[src/rtl/mips_multicycle_core.sv]
// mips_multicycle_core: multi-cycle FSM MIPS core with a single shared
// instruction/data memory port (req/ready handshake, wait states allowed).
// Illegal opcodes or R-type functs park the core in HALT until reset.
// Optional: define MIPS_MC_EXT_ISA_EN to add bne, andi and ori.
module mips_multicycle_core #(
    parameter logic [31:0] RESET_PC = 32'h0000_0000,
    parameter int          MEM_AW   = 32
) (
    input  logic              clk,
    input  logic              reset,
    output logic              mem_req,
    output logic              mem_we,
    output logic [MEM_AW-1:0] mem_addr,
    output logic [31:0]       mem_wdata,
    input  logic [31:0]       mem_rdata,
    input  logic              mem_ready,
    output logic              retire,
    output logic              halted,
    output logic [31:0]       pc_dbg
);

    localparam logic [5:0] OP_RTYPE = 6'h00;
    localparam logic [5:0] OP_J     = 6'h02;
    localparam logic [5:0] OP_BEQ   = 6'h04;
    localparam logic [5:0] OP_ADDI  = 6'h08;
    localparam logic [5:0] OP_LW    = 6'h23;
    localparam logic [5:0] OP_SW    = 6'h2B;
`ifdef MIPS_MC_EXT_ISA_EN
    localparam logic [5:0] OP_BNE   = 6'h05;
    localparam logic [5:0] OP_ANDI  = 6'h0C;
    localparam logic [5:0] OP_ORI   = 6'h0D;
`endif

    localparam logic [5:0] FN_ADD = 6'h20;
    localparam logic [5:0] FN_SUB = 6'h22;
    localparam logic [5:0] FN_AND = 6'h24;
    localparam logic [5:0] FN_OR  = 6'h25;
    localparam logic [5:0] FN_SLT = 6'h2A;

    typedef enum logic [3:0] {
        S_FETCH, S_DECODE, S_MEMADR, S_MEMRD, S_MEMWB, S_MEMWR, S_EXEC,
        S_ALUWB, S_BRANCH, S_ADDIEX, S_ADDIWB, S_JUMP, S_HALT
    } state_t;

    state_t      state, state_nx;

    logic [31:0] pc, ir, a, b, aluout, mdr;
    logic [31:0] gpr [32];

    logic [5:0]  op;
    logic [4:0]  rs, rt, rd;
    logic [31:0] simm;
    logic [31:0] rs_val, rt_val;

    logic [31:0] alu_r;
    logic        funct_ok;
    logic [31:0] imm_r;
    logic        take;

    logic [31:0] addr32;
    logic        rf_we;
    logic [4:0]  rf_wa;
    logic [31:0] rf_wd;

    assign op     = ir[31:26];
    assign rs     = ir[25:21];
    assign rt     = ir[20:16];
    assign rd     = ir[15:11];
    assign simm   = {{16{ir[15]}}, ir[15:0]};
    assign rs_val = (rs == 5'd0) ? 32'd0 : gpr[rs];
    assign rt_val = (rt == 5'd0) ? 32'd0 : gpr[rt];

    assign mem_addr = addr32[MEM_AW-1:0];
    assign pc_dbg   = reset ? pc : RESET_PC;

    // R-type ALU; an unrecognised funct flags the instruction illegal
    always_comb begin
        alu_r    = 32'd0;
        funct_ok = 1'b1;
        case (ir[5:0])
            FN_ADD:  alu_r = a + b;
            FN_SUB:  alu_r = a - b;
            FN_AND:  alu_r = a & b;
            FN_OR:   alu_r = a | b;
            FN_SLT:  alu_r = ($signed(a) < $signed(b)) ? 32'd1 : 32'd0;
            default: funct_ok = 1'b0;
        endcase
    end

    // Immediate ALU and branch condition (bne reuses BRANCH with inverted test)
    always_comb begin
        imm_r = a + simm;
        take  = (a == b);
`ifdef MIPS_MC_EXT_ISA_EN
        case (op)
            OP_ANDI: imm_r = a & {16'h0000, ir[15:0]};
            OP_ORI:  imm_r = a | {16'h0000, ir[15:0]};
            default: imm_r = a + simm;
        endcase
        if (op == OP_BNE)
            take = (a != b);
`endif
    end

    // State register
    always_ff @(posedge clk) begin
        if (!reset)
            state <= S_FETCH;
        else
            state <= state_nx;
    end

    // Next-state logic: memory states hold until ready, decode dispatches by opcode
    always_comb begin
        state_nx = state;
        case (state)
            S_FETCH:  if (mem_ready) state_nx = S_DECODE;
            S_DECODE: begin
                case (op)
                    OP_LW, OP_SW: state_nx = S_MEMADR;
                    OP_RTYPE:     state_nx = S_EXEC;
                    OP_BEQ:       state_nx = S_BRANCH;
                    OP_ADDI:      state_nx = S_ADDIEX;
                    OP_J:         state_nx = S_JUMP;
`ifdef MIPS_MC_EXT_ISA_EN
                    OP_BNE:           state_nx = S_BRANCH;
                    OP_ANDI, OP_ORI:  state_nx = S_ADDIEX;
`endif
                    default:      state_nx = S_HALT;
                endcase
            end
            S_MEMADR: state_nx = (op == OP_LW) ? S_MEMRD : S_MEMWR;
            S_MEMRD:  if (mem_ready) state_nx = S_MEMWB;
            S_MEMWR:  if (mem_ready) state_nx = S_FETCH;
            S_MEMWB:  state_nx = S_FETCH;
            S_EXEC:   state_nx = funct_ok ? S_ALUWB : S_HALT;
            S_ALUWB:  state_nx = S_FETCH;
            S_BRANCH: state_nx = S_FETCH;
            S_ADDIEX: state_nx = S_ADDIWB;
            S_ADDIWB: state_nx = S_FETCH;
            S_JUMP:   state_nx = S_FETCH;
            S_HALT:   state_nx = S_HALT;
            default:  state_nx = S_HALT;
        endcase
    end

    // Outputs: memory port, retire, halt and register write port; all forced idle in reset
    always_comb begin
        mem_req   = 1'b0;
        mem_we    = 1'b0;
        addr32    = pc;
        mem_wdata = 32'd0;
        retire    = 1'b0;
        halted    = 1'b0;
        rf_we     = 1'b0;
        rf_wa     = rt;
        rf_wd     = aluout;
        case (state)
            S_FETCH: begin
                mem_req = 1'b1;
                addr32  = pc;
            end
            S_MEMRD: begin
                mem_req = 1'b1;
                addr32  = aluout;
            end
            S_MEMWR: begin
                mem_req   = 1'b1;
                mem_we    = 1'b1;
                addr32    = aluout;
                mem_wdata = b;
                retire    = mem_ready;
            end
            S_MEMWB: begin
                rf_we  = 1'b1;
                rf_wa  = rt;
                rf_wd  = mdr;
                retire = 1'b1;
            end
            S_ALUWB: begin
                rf_we  = 1'b1;
                rf_wa  = rd;
                rf_wd  = aluout;
                retire = 1'b1;
            end
            S_ADDIWB: begin
                rf_we  = 1'b1;
                rf_wa  = rt;
                rf_wd  = aluout;
                retire = 1'b1;
            end
            S_BRANCH, S_JUMP: retire = 1'b1;
            S_HALT:   halted = 1'b1;
            default:  ;
        endcase
        if (!reset) begin
            mem_req = 1'b0;
            mem_we  = 1'b0;
            retire  = 1'b0;
            halted  = 1'b0;
            rf_we   = 1'b0;
        end
    end

    // Datapath registers: PC, IR, operand latches, ALUOut, MDR
    always_ff @(posedge clk) begin
        if (!reset) begin
            pc     <= RESET_PC;
            ir     <= 32'd0;
            a      <= 32'd0;
            b      <= 32'd0;
            aluout <= 32'd0;
            mdr    <= 32'd0;
        end else begin
            case (state)
                S_FETCH: if (mem_ready) begin
                    ir <= mem_rdata;
                    pc <= pc + 32'd4;
                end
                S_DECODE: begin
                    a      <= rs_val;
                    b      <= rt_val;
                    aluout <= pc + {simm[29:0], 2'b00};
                end
                S_MEMADR: aluout <= a + simm;
                S_MEMRD:  if (mem_ready) mdr <= mem_rdata;
                S_EXEC:   aluout <= alu_r;
                S_ADDIEX: aluout <= imm_r;
                S_BRANCH: if (take) pc <= aluout;
                S_JUMP:   pc <= {pc[31:28], ir[25:0], 2'b00};
                default:  ;
            endcase
        end
    end

    // Register file; $0 is never written so it stays zero
    always_ff @(posedge clk) begin
        if (!reset) begin
            for (int i = 0; i < 32; i++)
                gpr[i] <= 32'd0;
        end else if (rf_we && rf_wa != 5'd0) begin
            gpr[rf_wa] <= rf_wd;
        end
    end

endmodule
[config.mk]
export PLATFORM = sky130hd
export DESIGN_NAME = mips_multicycle_core
export DESIGN_NICKNAME = d
export VERILOG_FILES = /design/src/rtl/mips_multicycle_core.sv
export SDC_FILE = /design/constraint.sdc
export NUM_CORES = 2
export LEC_CHECK = 0
export ABC_AREA = 0
export CORE_ASPECT_RATIO = 2
export CORE_UTILIZATION = 37
export CTS_BUF_LIST = sky130_fd_sc_hd__clkbuf_8
export CTS_CLUSTER_DIAMETER = 80
export CTS_CLUSTER_SIZE = 20
export DETAILED_ROUTE_END_ITERATION = 10
export GPL_TIMING_DRIVEN = 1
export MAX_ROUTING_LAYER = met4
export PLACE_DENSITY = 0.53
export SYNTH_ARGS = -nofsm -noshare
export SYNTH_HDL_FRONTEND = slang
export SYNTH_SLANG_ARGS = --single-unit
[constraint.sdc]
create_clock -name clk -period 3.2 [get_ports clk]
set_input_delay 0.64 -clock clk [delete_from_list [all_inputs] [get_ports clk]]
set_output_delay 0.64 -clock clk [all_outputs]
set_load 0.05 [all_outputs]
## After elaboration in Yosys (flattened, before gate mapping)

Memory sizes are Yosys's and may differ from the RTL's. A register that Yosys moved wholly into a read port is not among the register bits.
Index checks and enable logic that the tools add are counted.

- RAM bits: 1024
- Memories kept: 1
- Output and inout bits: 100
- Bits in registers: 196

- Reductions and logical operators: 22
- Magnitude comparators: 1
- Mux-type cells: 42
- Bitwise operators: 3
- Add/subtract/negate cells: 5
- Eq/ne operators: 27

Memory list:

| memory | depth | bits a word | rd ports | clocked after Yosys merged registers in | wr ports | line | text |
|---|---|---|---|---|---|---|---|
| gpr | 32 | 32 | 2 | 2 | 32 | 48 | `logic [31:0] gpr [32];` |

Operators by type and width:

| operator | count |
|---|---|
| $mux W32 | 9 |
| $pmux W32 S3 | 2 |
| $pmux W32 S5 | 1 |
| $add A32 B32 Y32 | 3 |
| $eq A6 B6 Y1 const B | 7 |
| $add A32 B3 Y32 const B | 1 |
| $and A32 B32 Y32 | 1 |
| $eq A32 B32 Y1 | 1 |
| $lt A32 B32 Y1 | 1 |
| $or A32 B32 Y32 | 1 |
| $pmux W4 S8 | 1 |
| $reduce_or A32 Y1 | 1 |
| $sub A32 B32 Y32 | 1 |
| $mux W5 | 6 |
| $eq A4 B4 Y1 const B | 5 |
| $pmux W4 S5 | 1 |
| $eq A4 B3 Y1 const B | 4 |
| $mux W1 | 16 |
| $mux W4 | 4 |
| $logic_not A5 Y1 | 2 |
| $reduce_or A5 Y1 | 2 |
| $eq A4 B2 Y1 const B | 2 |
| $ne A2 B2 Y1 const B | 4 |
| $eq A6 B2 Y1 const B | 1 |
| other kinds (17) | 23 |

## Depth between registers and ports, before layout

- Depth after elaboration: 10
- Mapped depth: 14
- Mapped depth without buffers: 14

## Worst setup path after synthesis

No wires, ideal clock.

- Kind: input to output
- Start point: input reset
- End point: output pc_dbg[3]
- Arrival time: 2666 ps
- Slack: -106 ps
- Cell stages on the path: 4
- Cell sequence: inv_1 clkbuf_1 clkbuf_1 nor2_1

- Longest elaborated chain between the ends: 1

RTL lines:

| element | line | text |
|---|---|---|
| start, declared | 10 | `input logic reset,` |
| $mux W32 | 74 | `assign pc_dbg = reset ? pc : RESET_PC;` |
| end, declared | 19 | `output logic [31:0] pc_dbg` |

No other way between the ends.

## Worst setup path in the final report

- Start point: register a[10]
- End point: register aluout[31]

- Longest elaborated chain between the ends: 3

RTL lines:

| element | line | text |
|---|---|---|
| start, declared | 47 | `logic [31:0] pc, ir, a, b, aluout, mdr;` |
| start signal, assigned | 221 | `a <= rs_val;` |
| $sub A32 B32 Y32 or $add A32 B32 Y32 (tied branches) | 82, 81 |  |
| $pmux W32 S5 | 80 | `case (ir[5:0])` |
| $pmux W32 S3 (*) | 215 | `case (state)` |
| end signal, assigned | 223 | `aluout <= pc + {simm[29:0], 2'b00};` |
| end signal, assigned | 225 | `S_MEMADR: aluout <= a + simm;` |
| end signal, assigned | 227 | `S_EXEC: aluout <= alu_r;` |
| end, declared | 47 |  |

Every way passes the cells marked *; elsewhere a longest branch is shown, timed or not.
A chain may end at the register's enable or synchronous reset.

==> flow_summary_export.csv <==
group,metric,value,unit
outcome,status,"finished, violations left",
outcome,violations,"design-rule violations, negative setup slack",
critical_path,path_class,"register to register",
floorplanning,die_area,189000,um^2
yosys,ys_warn_count,0,
yosys,yosys-top-cells-count,"nor2_1, edfxtp_1, mux4_2",
yosys,synth-compound-area-share,7.80,%
yosys,synthAdderAreaFrac,3.12,%
sta,clock_skew,0.0787,ns
yosys,synth_top_family_by_area,"multiplexers",
detailed_routing,drcViolationCount,4,
place,place_ws,-0.618,ns
floorplanning,rows,224,
sta,worst_pin_slew,1.27,ns
yosys,syn_area,69200,um^2
global_route,grt_pass1_wl,423000,um
job,cap_violations,0,
detailed_routing,antenna_left,0,
yosys,syn_inst,5647,
sta,period_minus_slack,3.31,ns
cells_and_area,drive_above_1_share,33.5,%
floorplanning,core_region_area,186000,um^2
place,dp_hpwl,224000,um
power,seqPwrFrac,29.8,%
yosys,synth-seq-area-share,50.4,%
power,internal_power,37900,uW
critical_path,r2r-end,"aluout[31]",
yosys,netlist_top_cells_area,"edfxtp_1, mux4_2, nor2_1",
critical_path,crit_path_max_fanout,5,
floorplanning,die_h,613,um
clock_network,hold_buffers,0,
yosys,synth-xor-area-share,0.810,%
sta,setup_viol,7,
sta,rsz0062_at_grt,"yes",
critical_path,cp-startpoint,"a[10]",
critical_path,r2r_start,"a[10]",
yosys,synth_cell_type_count,92,
clock_network,htreeDepth,3,
critical_path,rrSetupSlack,-0.11,ns
yosys,async_flop_share,0,%
cells_and_area,area_growth,22.6,%
cells_and_area,final_cells,8858,
critical_path,critical_path_arrival,4.05,ns
global_route,antenna_found_initial,19,
floorplanning,fp.dieW,308,um
power,p_sw,29100,uW
global_route,grt_usage,33.3,%
global_route,grt_max_degree,78,
detailed_routing,vias,53600,
sta,max_slew_margin,15.2,%
cells_and_area,postLayoutCoreUtil,45.6,%
detailed_routing,drt_iter0_markers,4862,
global_route,grt_overflow,0,
min_path,hold_depth,4,
critical_path,worstRegToRegCells,11,
yosys,synth_top_area_cell,"edfxtp_1",
critical_path,start_kind,"register",
detailed_routing,wirelength,305000,um
sta,worst_slack,-0.108,ns
yosys,syn_avg_cell_area,12.2,um^2
clock_network,cts_buffers,73,
sta,finalMaxSlewViolations,0,
clock_network,cts.path.max_buffers,3,
sta,period_share,103,%
yosys,synthFlopType,"edfxtp_1",
yosys,muxShareOfSynthArea,22.9,%
clock_network,clk_latency,0.85,ns
floorplanning,io_pins,135,
yosys,synth-simple-area-share,11.5,%
power,power_frac_comb,58.7,%
sta,fin_setup_tns,-0.424,ns
sta,fmax,302,MHz
yosys,synth_top_area_share,44.5,%
place,portBuffers,134,
yosys,yosys.cell_count.top_type,"nor2_1",
yosys,synth-edff-count,1024,
min_path,hp-class,"input port to register",
critical_path,crit_end,"aluout[31]",
sta,hold_viol,0,
power,ir_worst_vdd,443,uV
clock_network,cts.sink_count,1230,
detailed_routing,vias_per_cell,6.05,
place,place.gp.congestion,1.06,
power,clock_power_share,11.5,%
clock_network,path_clk_slew,0.14,ns
clock_network,cts-root-buf,"clkbuf_8",
cells_and_area,nets,6529,
detailed_routing,dr.pass1.iters,9,
global_route,grt_pass1_vias,55900,
clock_network,cts_tree,"yes",
place,dp_cells,8711,
power,leakage,0.0290,uW
power,switching_share,43.4,%
floorplanning,start_util,37.2,%
critical_path,crit_path_end_kind,"register",
power,powerDensity,790,nW/um^2
yosys,ys_seq_elements,1230,
detailed_routing,post_drt_wl_per_cell,34.4,um
critical_path,required,3.94,ns
[power groups by stage]
| stage | logic [uW] | clock network, uW | registers (uW) |
|---|---|---|---|
| CTS | 38000 | 7830 | 19900 |
| finish | 39300 | 7690 | 20000 |
| global route | 40400 | 8220 | 20000 |
| global placement | 36400 | 0 | 20200 |
| detailed placement | 36500 | 0 | 20200 |
| floorplan | 18200 | 0 | 19300 |
[per-stage QoR]
stage / hold slack [ns] / cell area, um^2 / power [uW]
global route: 0.303 / 84800 / 68600
global placement: 0.457 / 81800 / 56600
finish: 0.310 / 84800 / 67000
detailed placement: 0.461 / 81800 / 56700
floorplan: 0.436 / 69300 / 37600
CTS: 0.255 / 83900 / 65700
[what timing repair did]
action / CTS / global route
endpoints found under the setup margin: 149 / 734
gates cloned: 0 / 1
pin swaps: 64 / 73
buffers inserted: 15 / 14
resized for setup: 166 / 157
[worst max-delay path, stage by stage, from the launching register on]
cell and delay (ns):
dfxtp_2 0.35, buf_4 0.17, ha_2 0.20, a21o_1 0.18
a221o_1 0.37, a221oi_4 0.38, or4b_4 0.62, a311oi_4 0.29
mux2i_1 0.28, a41oi_2 0.14, a21oi_1 0.16, a21oi_1 0.08
[per-layer routing]
metal	vias to the layer above	track usage (%)	share of wire [%]
met1	27400	29.8	29
met3	1149	4.60	5.4
met2	2548	60.2	54
met5	-	-	0
li1	22500	-	-
met4	0	30.3	11
[logic make-up after synthesis]
group,count (synthesis)
other,1
adder cells (fa/ha/maj),170
XOR/XNOR,64
AND/OR/NAND/NOR,1928
multiplexers,779
AO/OA/AOI/OAI,851
flip-flops,1230
buffers and inverters,624
[area by class of cell]
cell class / count / area, um^2
clock inverter: 30 / 200
tap: 2486 / 3110
clock buffer: 75 / 1030
fill: 16900 / 101000
inverter: 121 / 464
antenna: 18 / 45.0
sequential: 1230 / 35000
timing repair buffer: 1074 / 11100
multi-input combinational: 3824 / 33800
[layout by cell type (no fill, tap or decap), drive strengths merged, types with 20 or more instances in the layout]
master	netlist	routed
o21a	26	26
clkdlybuf4s50	0	48
nand2	322	322
mux4	640	640
clkbuf	392	77
a221oi	21	21
nor2b	20	20
a21o	33	33
nor3	42	42
o21ai	164	164
o211ai	22	22
a211oi	22	22
a22oi	23	23
inv	121	144
ha	166	166
nand3	47	47
edfxtp	1024	1024
and2	52	52
buf	111	1023
xnor2	42	42
mux2i	106	106
conb	1	32
a31oi	36	36
mux2	33	33
dfxtp	206	206
o221ai	23	23
nor4	41	41
o21bai	20	20
nor2	1304	1304
and3	23	23
a21oi	329	329
xor2	22	22
[sequential cells by signal, summed over array words and instances (netlist names), named ones only]
register	flops
b	32
aluout	32
ir	32
state	4
mdr	32
a	32
pc	32
gpr	1024
[worst min-delay path by stage]
stage | startpoint | endpoint | slack (ns)
6_report | reset | state[3] | 0.31
5_1_grt | reset | state[3] | 0.30
4_1_cts | reset | state[3] | 0.25
3_5_place_dp | mdr[4] | mdr[4] | 0.46
3_3_place_gp | mdr[4] | mdr[4] | 0.46
2_1_floorplan | mdr[0] | mdr[0] | 0.44
(Power assumes the default switching activity.)
